## config.mk

```make
export PLATFORM = sky130hd
export DESIGN_NAME = writeback_arbiter
export DESIGN_NICKNAME = d
export VERILOG_FILES = /design/src/rtl/writeback_arbiter.sv
export SDC_FILE = /design/constraint.sdc
export NUM_CORES = 1
export LEC_CHECK = 0
export ABC_AREA = 1
export CELL_PAD_IN_SITES_DETAIL_PLACEMENT = 0
export CELL_PAD_IN_SITES_GLOBAL_PLACEMENT = 1
export CORE_MARGIN = 5
export CORE_UTILIZATION = 35
export DETAILED_ROUTE_END_ITERATION = 16
export GPL_ROUTABILITY_DRIVEN = 0
export HOLD_SLACK_MARGIN = 0.08
export PLACE_DENSITY_LB_ADDON = 0.1
export SLEW_MARGIN = 10
export SYNTH_ARGS = -nofsm -noshare
export SYNTH_HDL_FRONTEND = slang
export SYNTH_SLANG_ARGS = --single-unit
```

## constraint.sdc

```tcl
create_clock -name clk -period 5.75 [get_ports clk]
set_input_delay 1.15 -clock clk [delete_from_list [all_inputs] [get_ports clk]]
set_output_delay 1.15 -clock clk [all_outputs]
set_load 0.02 [all_outputs]
```

## src/rtl/writeback_arbiter.sv

```systemverilog
// Register-file write-port arbiter: buffers ALU and load results in per-source FIFOs,
// round-robins them onto one write port and tracks pending writes. Optional: WRITEBACK_STATS_EN.
module writeback_arbiter #(
    parameter int ADDRESS_WIDTH = 5,
    parameter int DATA_WIDTH    = 32,
    parameter int FIFO_DEPTH    = 4
) (
    input  logic                        clk,
    input  logic                        rst,
    input  logic                        alu_valid,
    output logic                        alu_ready,
    input  logic [ADDRESS_WIDTH-1:0]    alu_id,
    input  logic [DATA_WIDTH-1:0]       alu_data,
    input  logic                        mem_valid,
    output logic                        mem_ready,
    input  logic [ADDRESS_WIDTH-1:0]    mem_id,
    input  logic [DATA_WIDTH-1:0]       mem_data,
    input  logic                        issue_en,
    input  logic [ADDRESS_WIDTH-1:0]    issue_id,
    output logic [2**ADDRESS_WIDTH-1:0] busy,
    output logic                        write_en,
    output logic [ADDRESS_WIDTH-1:0]    write_id,
    output logic [DATA_WIDTH-1:0]       write_data
`ifdef WRITEBACK_STATS_EN
    ,
    output logic [31:0]                 alu_write_count,
    output logic [31:0]                 mem_write_count,
    output logic [31:0]                 zero_drop_count
`endif
);
    localparam int PW   = $clog2(FIFO_DEPTH);
    localparam int NREG = 2 ** ADDRESS_WIDTH;

    logic [ADDRESS_WIDTH-1:0] alu_id_q   [FIFO_DEPTH];
    logic [DATA_WIDTH-1:0]    alu_data_q [FIFO_DEPTH];
    logic [ADDRESS_WIDTH-1:0] mem_id_q   [FIFO_DEPTH];
    logic [DATA_WIDTH-1:0]    mem_data_q [FIFO_DEPTH];

    logic [PW:0]              alu_wptr, alu_rptr, mem_wptr, mem_rptr;
    logic                     alu_empty, alu_full, mem_empty, mem_full;
    logic                     alu_push, mem_push, pop_alu, pop_mem, pop_any;
    logic                     last_mem;
    logic [ADDRESS_WIDTH-1:0] pop_id;
    logic [DATA_WIDTH-1:0]    pop_data;
    logic [NREG-1:0]          busy_d;

    assign alu_empty = (alu_wptr == alu_rptr);
    assign mem_empty = (mem_wptr == mem_rptr);
    assign alu_full  = (alu_wptr[PW-1:0] == alu_rptr[PW-1:0]) && (alu_wptr[PW] != alu_rptr[PW]);
    assign mem_full  = (mem_wptr[PW-1:0] == mem_rptr[PW-1:0]) && (mem_wptr[PW] != mem_rptr[PW]);

    assign alu_ready = !rst && !alu_full;
    assign mem_ready = !rst && !mem_full;
    assign alu_push  = alu_valid && alu_ready;
    assign mem_push  = mem_valid && mem_ready;

    // last_mem resets low so the first contested grant goes to mem.
    assign pop_alu = !alu_empty && (mem_empty || last_mem);
    assign pop_mem = !mem_empty && !pop_alu;
    assign pop_any = pop_alu || pop_mem;

    assign pop_id   = pop_alu ? alu_id_q[alu_rptr[PW-1:0]]   : mem_id_q[mem_rptr[PW-1:0]];
    assign pop_data = pop_alu ? alu_data_q[alu_rptr[PW-1:0]] : mem_data_q[mem_rptr[PW-1:0]];

    // A new issue to the same register outranks the retiring write.
    always_comb begin
        busy_d = busy;
        if (pop_any) busy_d[pop_id] = 1'b0;
        if (issue_en && (issue_id != '0)) busy_d[issue_id] = 1'b1;
    end

    always_ff @(posedge clk) begin
        if (alu_push) begin
            alu_id_q[alu_wptr[PW-1:0]]   <= alu_id;
            alu_data_q[alu_wptr[PW-1:0]] <= alu_data;
        end
        if (mem_push) begin
            mem_id_q[mem_wptr[PW-1:0]]   <= mem_id;
            mem_data_q[mem_wptr[PW-1:0]] <= mem_data;
        end
    end

    always_ff @(posedge clk or posedge rst) begin
        if (rst) begin
            alu_wptr   <= '0;
            alu_rptr   <= '0;
            mem_wptr   <= '0;
            mem_rptr   <= '0;
            last_mem   <= 1'b0;
            write_en   <= 1'b0;
            write_id   <= '0;
            write_data <= '0;
            busy       <= '0;
        end else begin
            if (alu_push) alu_wptr <= alu_wptr + 1'b1;
            if (mem_push) mem_wptr <= mem_wptr + 1'b1;
            if (pop_alu)  alu_rptr <= alu_rptr + 1'b1;
            if (pop_mem)  mem_rptr <= mem_rptr + 1'b1;
            if (pop_any) begin
                last_mem   <= pop_mem;
                write_id   <= pop_id;
                write_data <= pop_data;
            end
            write_en <= pop_any && (pop_id != '0);
            busy     <= busy_d;
        end
    end

`ifdef WRITEBACK_STATS_EN
    always_ff @(posedge clk or posedge rst) begin
        if (rst) begin
            alu_write_count <= '0;
            mem_write_count <= '0;
            zero_drop_count <= '0;
        end else if (pop_any) begin
            if (pop_id == '0)  zero_drop_count <= zero_drop_count + 32'd1;
            else if (pop_alu)  alu_write_count <= alu_write_count + 32'd1;
            else               mem_write_count <= mem_write_count + 32'd1;
        end
    end
`endif

endmodule

```

== After elaboration in Yosys (flattened, before gate mapping) ==
Memories as Yosys holds them, arrays and structs flattened.
Index checks and enable logic that the tools add are counted.

* Add/sub/neg operators: 4
* Equality and inequality tests: 6
* Reduce and logical (&&, ||, !) cells: 22
* Magnitude comparators: 4
* Bitwise logic cells: 3
* Muxes and demuxes: 12

{| class="wikitable"
|+ Operator list
! cell !! number
|-
| two-way mux 32 bit || 3
|-
| bitwise AND 32 bit || 1
|-
| NOT 32 bit || 1
|-
| bitwise OR 32 bit || 1
|-
| adder 3 x 1 -> 3 bit (second input constant) || 4
|-
| logical AND 1 bit || 12
|-
| < comparator 5 x 6 -> 1 bit (second input constant) || 2
|-
| demux 1 bit (select 5 bit) || 2
|-
| greater-or-equal comparator 5 x 1 -> 1 bit (second input constant) || 2
|-
| nonzero test 5 bit || 2
|-
| equality test 3 bit || 2
|-
| logical NOT 1 bit || 6
|-
| two-way mux 1 bit || 6
|-
| two-way mux 5 bit || 1
|-
| equality test 2 bit || 2
|-
| logical OR 1 bit || 2
|-
| != test 1 bit || 2
|}

* Output and inout port bits: 72
* Input port bits: 84
* Memories: 4
* Bits in writable memories: 296
* Flip-flop bits (word level): 83
* Logic and storage cells: 64

{| class="wikitable"
|+ Memory list
! memory !! depth !! width !! read ports !! clocked after memory_dff !! write ports !! RTL line !! RTL
|-
| alu_data_q || 4 || 32 || 1 || 0 || 1 || 35 || <nowiki>logic [DATA_WIDTH-1:0] alu_data_q [FIFO_DEPTH];</nowiki>
|-
| mem_data_q || 4 || 32 || 1 || 0 || 1 || 37 || <nowiki>logic [DATA_WIDTH-1:0] mem_data_q [FIFO_DEPTH];</nowiki>
|-
| alu_id_q || 4 || 5 || 1 || 0 || 1 || 34 || <nowiki>logic [ADDRESS_WIDTH-1:0] alu_id_q [FIFO_DEPTH];</nowiki>
|-
| mem_id_q || 4 || 5 || 1 || 0 || 1 || 36 || <nowiki>logic [ADDRESS_WIDTH-1:0] mem_id_q [FIFO_DEPTH];</nowiki>
|}

== Depth between registers and ports, before layout ==
* Word-level depth: 13
* Gate-level depth with buffers: 14
* Mapped depth without buffers: 13

== Worst setup path after synthesis ==
OpenSTA, ideal clock, no wires.

* Path type: input to register
* Start: in rst
* End: mem alu_data_q[3][0], enable pin
* Data required time: 5.316 ns
* Setup time: 0.434 ns
* Slack: 0.042 ns
* Cell stages on the path: 5
* Data arrival time: 5.274 ns
* Path buffers: 0
* Cells stage by stage: inv_1 > o21ai_0 > inv_1 > nand2_1 > nor2_1

* Cells in the longest elaborated chain, start to end: 5

{| class="wikitable"
|+ Ends and longest elaborated chain
! item !! RTL line !! RTL
|-
| from (decl) || 9 || <nowiki>input logic rst,</nowiki>
|-
| logical NOT 1 bit (no source line) || n/a ||
|-
| logical AND 1 bit || 52 || <nowiki>assign alu_ready = !rst && !alu_full;</nowiki>
|-
| net alu_ready || 11 || <nowiki>output logic alu_ready,</nowiki>
|-
| logical AND 1 bit || 54 || <nowiki>assign alu_push = alu_valid && alu_ready;</nowiki>
|-
| two-way mux 1 bit || 73 || <nowiki>if (alu_push) begin</nowiki>
|-
| two-way mux 1 bit (implied by the code) || 75 || <nowiki>alu_data_q[alu_wptr[PW-1:0]] <= alu_data;</nowiki>
|-
| to (decl) || 35 ||
|}

The timed path passes the listed nets, and every way through them passes these cells.

== Final worst setup path ==
* Start: in rst
* End: out alu_ready

* Cells in the longest elaborated chain, start to end: 2

{| class="wikitable"
|+ Ends and longest elaborated chain
! item !! RTL line
|-
| logical NOT 1 bit (no source line) || n/a
|-
| logical AND 1 bit || 52
|-
| to (decl) || 11
|}

No other way between the ends.

==> qor.csv <==
stage,metric,value,unit
status,outcome,completed,
die,die_area,47700,um2
logic_synthesis,syn_area_per_cell,11.8,um2
sta,final_max_slew_viol_count,0,
drt,drtAntennaViolNets,0,
logic_synthesis,ys_seq_elements,379,
global_route,track_usage,17.0,%
drt,firstDrtPassIters,5,
logic_synthesis,yosys_warnings,0,
setup_path,cp_max_fo,24,
pwr,ir_worst_vdd,0.264,mV
sta,final-hold-violation-count,0,
setup_path,crit_family,buffers and inverters,
min_path,hp-class,flip-flop to flip-flop,
setup_path,slowest_delay,0.64,ns
finish,final_cell_mix,"nand2_1, edfxtp_1, clkdlybuf4s50_1",
clock_tree,cts.repair.resized,0,
die,num_rows,76,
run,cap_violations,0,
die,core,43100,um2
sta,fin_crit,3.99,ns
sta,worst_slew_pin_slew,1.15,ns
clock_tree,clkSlewWorstSetupHoldPaths,0.06,ns
setup_path,start_kind,primary input,
global_route,grt_remaining_overflow,0,
pwr,power.leakage,7.02,nW
sta,relSlewSlack,22.7,%
finish,nets,1544,
drt,drt-total-wl,40.8,mm
clock_tree,cts_made_buffers,42,
sta,setup_ws,1.76,ns
pwr,power.density,568,nW/um2
finish,syn_to_final_growth,23.5,%
finish,num_antenna_cells,0,
global_route,antenna_found_initial,0,
clock_tree,cts_tree,built,
drt,drt_iter0_drc,677,
setup_path,worst_ep_required_time,4.60,ns
die,pin_count,156,
setup_path,crit_chain,clkdlybuf4s50_1 > inv_4 > o21ai_0 > inv_1 > clkdlybuf4s50_1,
clock_tree,clockBufferDepth,3,
global_route,grt_start_max_net_pins,98,
setup_path,cp.arrival,2.84,ns
drt,drt-vias-per-instance,4.73,
placement,portBuffers,155,
logic_synthesis,synth_nets,1385,
placement,place_ws,1.66,ns
finish,final_common_cell,nand2_1,
clock_tree,cts_max_level,2,
finish,layout-drive-gt1-share,9.04,%
drt,vias,9780,
die,initial_core_util,35.3,%
finish,final_core_util,43.6,%
global_route,first_global_vias,9652,
setup_path,critPathCaptureType,primary output,
logic_synthesis,synthDistinctLibCells,33,
placement,dp.cells,1991,
die,fp.dieH,218,um
die,die_x,218,um
finish,fin_cells,2068,
drt,drc_errors,0,
clock_tree,hold_buffers,0,
sta,setup-violations-final,0,
global_route,grt_pass1_wl,61.1,mm
clock_tree,clk_latency,0.57,ns
sta,fin_skew,0.0211,ns
sta,fmax,251,MHz
sta,rsz0062_at_grt,false,
pwr,p_total,10.7,mW
clock_tree,post_cts_buffers,0,
sta,finalCritPeriodShare,69.4,%
clock_tree,root_buffer,clkbuf_16,
drt,wl_per_cell,19.8,um
sta,fin_setup_tns,0,ns
setup_path,crit_type,primary input to primary output,
setup_path,path_common_cell,clkdlybuf4s50_1,
logic_synthesis,ys_seq_area_share,72.1,%
setup_path,crit_path_top_delay_cell,clkdlybuf4s50_1,
setup_path,critPathBufInv,4,
logic_synthesis,synth_area,15200,um2
placement,place_hpwl,26.1,mm
clock_tree,cts_sinks,379,
logic_synthesis,netlist_instances,1291,
-- Yosys cell counts --
cell / number / area share [%]
nand2_1: 317 / 7.8
edfxtp_1: 296 / 58
o21ai_0: 116 / 3.8
nand3_1: 106 / 3.5
nor2_1: 100 / 2.5
dfrtp_1: 83 / 14
inv_1: 75 / 1.9
a21oi_1: 35 / 1.2
o22ai_1: 33 / 1.4
clkbuf_1: 32 / 0.79
buf_2: 15 / 0.49
nand2_2: 14 / 0.58
ha_1: 10 / 0.82
nor3_1: 10 / 0.33
buf_1: 7 / 0.17
nor2_2: 7 / 0.29
xor2_1: 7 / 0.40
nor2_4: 6 / 0.44
nand2_4: 3 / 0.22
buf_4: 2 / 0.099
buf_6: 2 / 0.15
inv_2: 2 / 0.049
nand3_4: 2 / 0.23
xnor2_1: 2 / 0.12
a21boi_0: 1 / 0.049
and2_2: 1 / 0.049
buf_8: 1 / 0.099
nand3b_1: 1 / 0.049
nor2_8: 1 / 0.13
o21ai_1: 1 / 0.033
o21ai_2: 1 / 0.058
xnor2_2: 1 / 0.11
xnor2_4: 1 / 0.18
-- cell type report --
type                       count  area, um2
timing repair buffer         174       1690
fill                        4068      24300
multi-input combinational    776       3740
tap                          585        732
inverter                      77        292
sequential                   379      11000
clock buffer                  58       1150
clock inverter                19        201
-- flip-flops by register name, indices dropped and copies added (netlist names), 5 cells and up --
name        count
alu_data_q    128
alu_id_q       20
busy           32
mem_data_q    128
mem_id_q       20
write_data     32
write_id        5
-- tightest hold or removal path, delay by kind of cell (launching register included) --
kind | cells | cell delay, ns
flip-flops | 1 | 0.34
AND/OR/NAND/NOR | 2 | 0.09
-- metrics by stage --
step           area (um2)  hold slack (ns)
6_report            18800            0.469
5_1_grt             18800            0.491
4_1_cts             18800            0.475
3_5_place_dp        17400            0.460
3_3_place_gp        17400            0.457
2_1_floorplan       15200            0.462
-- cell families after synthesis --
kind of cell    after synthesis  synth area share [%]
xor+xnor                     11                 0.806
compound gates              187                  6.47
fa+ha+maj                    10                 0.823
flops                       379                  72.1
simple gates                568                  16.1
buf+inv                     136                  3.70
-- path summary, 6_finish.rpt --
path	startpoint	end	slack (ns)	cells after the start
worst max-delay path	rst	alu_ready	1.76	5
worst min-delay path	busy[28]$_DFF_PP0_	busy[28]$_DFF_PP0_	0.47	2
worst max register to register	mem_rptr[1]$_DFFE_PP0P_	mem_rptr[2]$_DFFE_PP0P_	2.64	10
worst min register to register	busy[28]$_DFF_PP0_	busy[28]$_DFF_PP0_	0.47	2
max in group asynchronous	rst	alu_rptr[0]$_DFFE_PP0N_	3.46	3
min in group asynchronous	rst	write_data[15]$_DFFE_PP0N_	0.94	2
-- power by group --
part           switching [mW]  internal (mW)
sequential              0.315           3.54
combinational            2.81           1.35
clock                    1.10           1.55
-- routing by layer --
layer	vias to the layer above	track usage [%]	share of wire [%]
met1	4789	22.7	45
met3	52	2.48	3.7
met4	0	5.76	2.7
li1	4750	-	-
met2	189	28.5	49
met5	-	0	0
Power figures use the tool's default switching activity.
